--- src/rtl/mpdmac_cfg.sv ---
// mpdmac_cfg: APB register block and start/busy sequencer for the matrix DMA engine.
//
// Ports
//   clk, rst                      clock, synchronous active-high reset
//   psel_i, penable_i, paddr_i,
//   pwrite_i, pwdata_i            APB slave request (12-bit byte address)
//   pready_o, prdata_o, pslverr_o APB response, zero wait states (valid in access phase)
//   src_addr_o, dst_addr_o,
//   mat_width_o                   transfer configuration, straight from the registers
//   start_o                       high while the sequencer is in START
//   done_i                        engine idle flag (high when idle)
//   irq_o                         level completion interrupt
//
// Build option: define MPDMAC_CFG_IRQ_EN to include IRQ_EN/IRQ_STAT and irq_o.
// Without it irq_o is tied low and 0x114/0x118 decode as unmapped.
module mpdmac_cfg (
    input  logic        clk,
    input  logic        rst,
    input  logic        psel_i,
    input  logic        penable_i,
    input  logic [11:0] paddr_i,
    input  logic        pwrite_i,
    input  logic [31:0] pwdata_i,
    output logic        pready_o,
    output logic [31:0] prdata_o,
    output logic        pslverr_o,
    output logic [31:0] src_addr_o,
    output logic [31:0] dst_addr_o,
    output logic [5:0]  mat_width_o,
    output logic        start_o,
    input  logic        done_i,
    output logic        irq_o
);

    localparam logic [11:0] A_VERSION   = 12'h000;
    localparam logic [11:0] A_SRC       = 12'h100;
    localparam logic [11:0] A_DST       = 12'h104;
    localparam logic [11:0] A_MAT_WIDTH = 12'h108;
    localparam logic [11:0] A_CMD       = 12'h10C;
    localparam logic [11:0] A_STATUS    = 12'h110;
    localparam logic [11:0] A_IRQ_EN    = 12'h114;
    localparam logic [11:0] A_IRQ_STAT  = 12'h118;
    localparam logic [11:0] A_DONE_CNT  = 12'h11C;
    localparam logic [31:0] VERSION     = 32'h0001_2024;

    typedef enum logic [1:0] {
        ST_IDLE  = 2'd0,
        ST_START = 2'd1,
        ST_BUSY  = 2'd2
    } state_t;

    state_t      state, state_next;
    logic [31:0] src_q, dst_q;
    logic [5:0]  width_q;
    logic [15:0] done_cnt;
    logic        err_q;

    logic        access, busy, width_ok;
    logic [31:0] rdata;
    logic        slverr, we_src, we_dst, we_width, we_irq_en, w1c_irq;
    logic        err_set, err_clr, complete;

    assign access   = psel_i & penable_i;
    assign busy     = (state != ST_IDLE);
    // Engine supports even widths 2..60 only.
    assign width_ok = ~width_q[0] && (width_q >= 6'd2) && (width_q <= 6'd60);

`ifdef MPDMAC_CFG_IRQ_EN
    logic irq_en_q, irq_stat_q;
`endif

    // Sequencer next state and APB access decode.
    always_comb begin
        state_next = state;
        rdata      = '0;
        slverr     = 1'b0;
        we_src     = 1'b0;
        we_dst     = 1'b0;
        we_width   = 1'b0;
        we_irq_en  = 1'b0;
        w1c_irq    = 1'b0;
        err_set    = 1'b0;
        err_clr    = 1'b0;
        complete   = 1'b0;

        case (state)
            ST_START: if (!done_i) state_next = ST_BUSY;
            ST_BUSY: begin
                if (done_i) begin
                    state_next = ST_IDLE;
                    complete   = 1'b1;
                end
            end
            default: ;
        endcase

        if (access) begin
            case (paddr_i)
                A_VERSION: begin
                    if (pwrite_i) slverr = 1'b1;
                    else          rdata  = VERSION;
                end
                A_SRC: begin
                    if (!pwrite_i)  rdata  = src_q;
                    else if (busy)  slverr = 1'b1;
                    else            we_src = 1'b1;
                end
                A_DST: begin
                    if (!pwrite_i)  rdata  = dst_q;
                    else if (busy)  slverr = 1'b1;
                    else            we_dst = 1'b1;
                end
                A_MAT_WIDTH: begin
                    if (!pwrite_i)  rdata    = {26'd0, width_q};
                    else if (busy)  slverr   = 1'b1;
                    else            we_width = 1'b1;
                end
                A_CMD: begin
                    if (!pwrite_i) begin
                        slverr = 1'b1;
                    end else if (pwdata_i[0]) begin
                        // Sequencer is IDLE whenever a start is accepted, so this
                        // never collides with the state case above.
                        if (busy) begin
                            slverr = 1'b1;
                        end else if (!width_ok) begin
                            slverr  = 1'b1;
                            err_set = 1'b1;
                        end else begin
                            state_next = ST_START;
                            err_clr    = 1'b1;
                        end
                    end
                end
                A_STATUS: begin
                    if (pwrite_i) slverr = 1'b1;
                    else          rdata  = {29'd0, err_q, busy, done_i};
                end
`ifdef MPDMAC_CFG_IRQ_EN
                A_IRQ_EN: begin
                    if (pwrite_i) we_irq_en = 1'b1;
                    else          rdata     = {31'd0, irq_en_q};
                end
                A_IRQ_STAT: begin
                    if (pwrite_i) w1c_irq = pwdata_i[0];
                    else          rdata   = {31'd0, irq_stat_q};
                end
`endif
                A_DONE_CNT: begin
                    if (pwrite_i) slverr = 1'b1;
                    else          rdata  = {16'd0, done_cnt};
                end
                default: slverr = 1'b1;
            endcase
        end
    end

    // Sequencer state register.
    always_ff @(posedge clk) begin
        if (rst) state <= ST_IDLE;
        else     state <= state_next;
    end

    // Configuration, error and completion-count registers.
    always_ff @(posedge clk) begin
        if (rst) begin
            src_q    <= '0;
            dst_q    <= '0;
            width_q  <= '0;
            err_q    <= 1'b0;
            done_cnt <= '0;
        end else begin
            if (we_src)   src_q   <= pwdata_i;
            if (we_dst)   dst_q   <= pwdata_i;
            if (we_width) width_q <= pwdata_i[5:0];
            if (err_set)      err_q <= 1'b1;
            else if (err_clr) err_q <= 1'b0;
            if (complete) done_cnt <= done_cnt + 16'd1;
        end
    end

`ifdef MPDMAC_CFG_IRQ_EN
    // Interrupt enable and sticky status; a completion beats a same-cycle W1C.
    always_ff @(posedge clk) begin
        if (rst) begin
            irq_en_q   <= 1'b0;
            irq_stat_q <= 1'b0;
        end else begin
            if (we_irq_en) irq_en_q <= pwdata_i[0];
            if (complete)     irq_stat_q <= 1'b1;
            else if (w1c_irq) irq_stat_q <= 1'b0;
        end
    end
    assign irq_o = irq_stat_q & irq_en_q & ~rst;
`else
    assign irq_o = 1'b0;
`endif

    // Response and strobe outputs are held quiet while reset is asserted.
    assign pready_o    = access & ~rst;
    assign pslverr_o   = slverr & ~rst;
    assign prdata_o    = rst ? 32'd0 : rdata;
    assign start_o     = (state == ST_START) & ~rst;
    assign src_addr_o  = src_q;
    assign dst_addr_o  = dst_q;
    assign mat_width_o = width_q;

endmodule

--- config.mk ---
export PLATFORM = sky130hd
export DESIGN_NAME = mpdmac_cfg
export DESIGN_NICKNAME = d
export VERILOG_FILES = /design/src/rtl/mpdmac_cfg.sv
export SDC_FILE = /design/constraint.sdc
export NUM_CORES = 1
export LEC_CHECK = 0
export ABC_AREA = 1
export BUFFER_PORTS_ARGS = -buffer_cell sky130_fd_sc_hd__buf_2
export CORE_MARGIN = 5
export CORE_UTILIZATION = 50
export CTS_CLUSTER_DIAMETER = 100
export DETAILED_ROUTE_END_ITERATION = 8
export PLACE_DENSITY = 0.79
export SLEW_MARGIN = 20
export SYNTH_ARGS = -nofsm -noshare
export SYNTH_HDL_FRONTEND = slang
export SYNTH_SLANG_ARGS = --single-unit
export TNS_END_PERCENT = 5
--- constraint.sdc ---
create_clock -name clk -period 1.9 [get_ports clk]
set_input_delay 0.19 -clock clk [delete_from_list [all_inputs] [get_ports clk]]
set_output_delay 0.19 -clock clk [all_outputs]
set_load 0.02 [all_outputs]
==> Yosys cells after proc, flatten, opt, wreduce, memory -nomap -nowiden <==
Cells that the tools add are included.
{ "op_classes": {"reduce_logical": 7, "eq_ne": 8, "magnitude_cmp": 2, "n_mux": 50, "n_shift": 0, "addsub": 1, "div_mod_pow": 0, "n_mul": 0, "n_bitwise": 6} }
{ "ops": {"columns": ["operator", "n"], "rows": [
  ["one-hot mux 32 bit (6 select lines)", 1],
  ["2-to-1 mux 32 bit", 4],
  ["== test 12 x 9 -> 1 bit, second input constant", 6],
  ["2-to-1 mux 1 bit", 31],
  ["2-to-1 mux 17 bit", 1],
  ["adder 16 x 1 -> 16 bit, second input constant", 1],
  ["2-to-1 mux 16 bit", 1],
  ["2-to-1 mux 2 bit", 8],
  ["logical NOT 12 bit", 1],
  [">= comparator 6 x 2 -> 1 bit, second input constant", 1],
  ["<= comparator 6 bit, second input constant", 1],
  ["2-to-1 mux 6 bit", 1],
  ["OR reduction 3 bit", 2],
  ["AND 1 bit", 4],
  ["one-hot mux 2 bit (2 select lines)", 1],
  ["nonzero test 2 bit", 2],
  ["2-to-1 mux 3 bit", 1],
  ["one-hot mux 1 bit (3 select lines)", 1],
  ["== test 2 x 1 -> 1 bit, second input constant", 1],
  ["== test 2 bit, second input constant", 1],
  ["logical AND 1 bit", 2],
  ["inverter 1 bit", 2]
]} }
{ "totals": {"latchBits": 0, "rom_bits": 0, "n_memories": 0, "mem_bits_rw": 0, "reg_bits": 89, "in_bits": 50, "output_inout_bits": 106, "word_cells": 80} }

==> Logic depth before layout (Yosys ltp) <==
{ "logic_depth": {"word_depth": 11, "ltp_mapped": 13} }

==> Worst setup path before layout <==
Ideal clock, no wire load.
{ "synth_path": {"kind": "input port to output port", "start": "in rst", "end": "out prdata_o[28]", "t_arrival_ns": 1.544, "path_slack_ns": 0.166, "n_path_buf": 2, "required_ns": 1.710, "cell_stages": 7, "cell_sequence": "buf_2 -> nor2_1 -> inv_1 -> nor2_1 -> o21ai_4 -> buf_6 -> a21oi_1"} }
{ "synth_via": {"elab_chain_len": 1} }
{ "synth_lines": {"columns": ["item", "line", "source"], "rows": [
  ["start, declared", "18", "input logic rst,"],
  ["2-to-1 mux 32 bit", "202", "assign prdata_o = rst ? 32'd0 : rdata;"],
  ["end, declared", "25", "output logic [31:0] prdata_o,"]
]} }
Every way passes these cells.

==> Final worst setup path <==
{ "layout_path": {"start": "in paddr_i[11]", "end": "out prdata_o[7]"} }
{ "layout_via": {"elab_chain_len": 4, "elab_cells_between_ends": 9, "classes_between": "eq/ne: 5; mux: 3; reduce/logical: 1"} }
{ "layout_lines": {"columns": ["item", "line", "source"], "rows": [
  ["start, declared", "21", "input logic [11:0] paddr_i,"],
  ["== test 12 x 9 -> 1 bit or logical NOT 12 bit (tied branches)", "98", "case (paddr_i)"],
  ["one-hot mux 32 bit (6 select lines) *", "98", null],
  ["2-to-1 mux 32 bit *", "97", "if (access) begin"],
  ["2-to-1 mux 32 bit *", "202", null]
]} }
Every way passes the cells marked *; elsewhere a longest branch is shown, timed or not.

==> results.json <==
{
  "drt_iter0_drc": 349,
  "reg2reg_from": "state[1]$_SDFF_PP0_",
  "cts-buffers-inserted": 9,
  "finalInstanceArea_mm2": 0.006058,
  "overflow": 0,
  "h-tree-depth": 3,
  "max_freq_mhz": 557.8,
  "cts_resized": 0,
  "synthesis.area_mm2": 0.004935,
  "fin_skew_ns": 0.009695,
  "portBuffers": 154,
  "ys_seq_area_share_pct": 36.11,
  "start_util_pct": 50.96,
  "routed_wl_mm": 13.78,
  "cts_tree": "yes",
  "outcome": "finished, final reports clean",
  "ff2ff_path_depth": 8,
  "drive_above_1_share_pct": 35.27,
  "drc_errors": 0,
  "required_ns": 1.71,
  "max_cap_viol_count": 0,
  "drtPass1Iterations": 5,
  "hold_violations": 0,
  "r2r_slack_ns": 0.17,
  "clock_sinks": 89,
  "synth_nets": 728,
  "setup-violations-final": 0,
  "via_per_inst": 5.048,
  "cts_root_buffer": "clkbuf_8",
  "fin_total_pwr_mw": 3.383,
  "die_w_um": 109.3,
  "worstSetupEndpoint": "prdata_o[7]",
  "dpl.hpwl_mm": 10.25,
  "grt_max_degree": 64,
  "grt_pass1_vias": 4401,
  "postSynthCellCount": 674,
  "drtAntennaViolNets": 0,
  "grt_usage_pct": 22.67,
  "rr_endpoint": "dst_addr_o[12]$_SDFFE_PP0P_",
  "yosys_warnings": 0,
  "crit_type": "in2out",
  "crit_path_max_fanout": 7,
  "leakagePower_nw": 2.466,
  "antenna_found_initial": 0,
  "synth_area_per_cell_um2": 7.322,
  "pwr_density_cell_mw_per_mm2": 558.5,
  "core_area_mm2": 0.009684,
  "grt_pass1_wl_mm": 21.36,
  "final.period_utilization_pct": 94.35,
  "vias": 4851,
  "worst_hold_path_type": "in2reg",
  "dieArea_mm2": 0.01196,
  "nets": 877,
  "gp_congestion": 0.9000,
  "rsz0062_at_grt": "yes",
  "cp-end-kind": "output port",
  "rows": 36,
  "die_h_um": 109.3,
  "clk_pin_slew_worst_paths_ns": 0.09,
  "post-route-min-period_ns": 1.793,
  "post-cts-setup-buffers": 0,
  "wl_per_cell_um": 14.33,
  "dpl_cell_area_mm2": 0.005833,
  "cp-startpoint": "paddr_i[11]",
  "diodes": 0,
  "worstSetupStartpointType": "primary input",
  "io_pins": 156,
  "area_delta_synth_final_pct": 22.77,
  "drv_slew": 0,
  "clockBufferDepth": 2,
  "ir_drop_v": 0.0003715,
  "clk_latency_ns": 0.36,
  "arrival_ns": 1.60,
  "synth_seq_cells": 89,
  "post_synth_num_cell_types": 35,
  "fillerInstances": 925,
  "holdBufCountCts": 0
}
[metrics by stage]
| step | util, % | hold slack [ns] | instances | setup slack (ns) | setup TNS [ns] |
|---|---|---|---|---|---|
| 3_5_place_dp | 60.23 | 0.4619 | 945 | 0.09344 | 0 |
| 3_3_place_gp | 60.23 | 0.4590 | 945 | 0.1120 | 0 |
| 6_report | 62.56 | 0.08693 | 961 | 0.1074 | 0 |
| 5_1_grt | 62.56 | 0.07690 | 961 | -0.05077 | -0.08191 |
| 2_1_floorplan | - | 0.3327 | 674 | 0.1659 | 0 |
| 4_1_cts | 62.33 | 0.07296 | 961 | 0.06405 | 0 |
[cell usage in the layout, fill, tap and decap left out, drive strengths merged]
cell type  netlist  final
a211oi          36     36
a21oi           73     73
a31oi            2      2
buf             27    174
bufinv           0      1
clkbuf           9     10
clkinv           0      3
clkinvlp         0      1
conb             1      1
dfxtp           89     89
ha               4      4
inv            103    104
nand2          133    133
nand3           14     14
nand4            4      4
nor2           100    100
nor3             6      6
nor3b            1      1
o211ai           1      1
o21a             1      1
o21ai           52     52
o22ai           16     16
xnor2            1      1
xor2             1      1
[layer usage]
metal,track usage (%),vias up,routed length [um]
met5,0,-,0
met4,5.076,0,173
met3,4.756,14,975
met2,38.36,172,6600
met1,29.76,2191,6025
li1,-,2474,-
[Yosys cell counts]
cell type | count | area (um^2)
buf_4 | 1 | 7.510
a21oi_2 | 20 | 175.2
xnor2_1 | 1 | 8.760
inv_2 | 4 | 15.01
nand2_2 | 11 | 68.82
nand3_1 | 13 | 65.06
o21ai_0 | 40 | 200.2
nor2_4 | 8 | 90.09
nor2_2 | 10 | 62.56
nor2_1 | 82 | 307.8
buf_2 | 10 | 50.05
o21ai_4 | 2 | 32.53
nand2_4 | 3 | 33.78
a211oi_1 | 4 | 30.03
inv_4 | 1 | 6.260
o211ai_1 | 1 | 7.510
clkbuf_1 | 9 | 33.78
conb_1 | 1 | 3.750
buf_6 | 15 | 168.9
nor3b_1 | 1 | 7.510
nand4_1 | 4 | 25.02
ha_1 | 4 | 50.05
dfxtp_1 | 89 | 1782
xor2_1 | 1 | 8.760
nand2_1 | 119 | 446.7
o22ai_1 | 16 | 100.1
o21a_1 | 1 | 7.510
buf_1 | 1 | 3.750
a211oi_2 | 32 | 400.4
nor3_1 | 6 | 30.03
inv_1 | 98 | 367.9
a21oi_1 | 53 | 265.3
o21ai_1 | 10 | 50.05
nand3_2 | 1 | 10.01
a31oi_1 | 2 | 12.51
[area by class of cell]
class | instances | area, um^2 | area share [%]
clock inverter | 6 | 65.06 | 1.074
multi-input combinational | 446 | 2515 | 41.51
sequential | 89 | 1787 | 29.49
timing repair buffer | 174 | 998.5 | 16.48
tap | 133 | 166.4 | 2.747
clock buffer | 10 | 137.6 | 2.272
inverter | 103 | 389.1 | 6.423
[critical path, cell delays in order]
cell	delay, ns
buf_2	0.10
nor2_1	0.12
nand2_2	0.11
nor2_4	0.15
nand2_1	0.21
buf_4	0.23
o22ai_1	0.10
inv_1	0.07
a21oi_2	0.14
buf_2	0.18
[flip-flops by register name (all words and copies together), names as in the netlist]
signal       count
mat_width_o      6
src_addr_o      32
dst_addr_o      32
state            2
done_cnt        16
err_q            1
[worst min-delay path by stage]
stage,end,start,cells after the start
6_report,src_addr_o[20]$_SDFFE_PP0P_,pwdata_i[20],3
3_5_place_dp,src_addr_o[20]$_SDFFE_PP0P_,pwdata_i[20],3
3_3_place_gp,src_addr_o[21]$_SDFFE_PP0P_,pwdata_i[21],3
4_1_cts,src_addr_o[20]$_SDFFE_PP0P_,pwdata_i[20],3
5_1_grt,src_addr_o[17]$_SDFFE_PP0P_,pwdata_i[17],3
2_1_floorplan,src_addr_o[0]$_SDFFE_PP0P_,pwdata_i[0],2
[power breakdown]
part           leakage, nW  internal, mW  switching (mW)
clock                0.103         0.647           0.688
combinational         1.65        0.0636           0.122
sequential           0.718          1.86       0.0000472
total                 2.47          2.57           0.810
[logic make-up (layout without fill, tap and decap cells)]
logic type | count (synthesis) | after routing | share of synthesized area, %
and+or+nand+nor | 258 | 258 | 23.25
other | 1 | 1 | 0.07599
DFF | 89 | 89 | 36.11
xor gates and xnor gates | 2 | 2 | 0.3550
AOI/OAI and AO/OA | 181 | 181 | 25.96
adders and majority gates | 4 | 4 | 1.014
buffers and inverters | 139 | 293 | 13.24
Note: power is estimated with default switching activity, not from simulation.
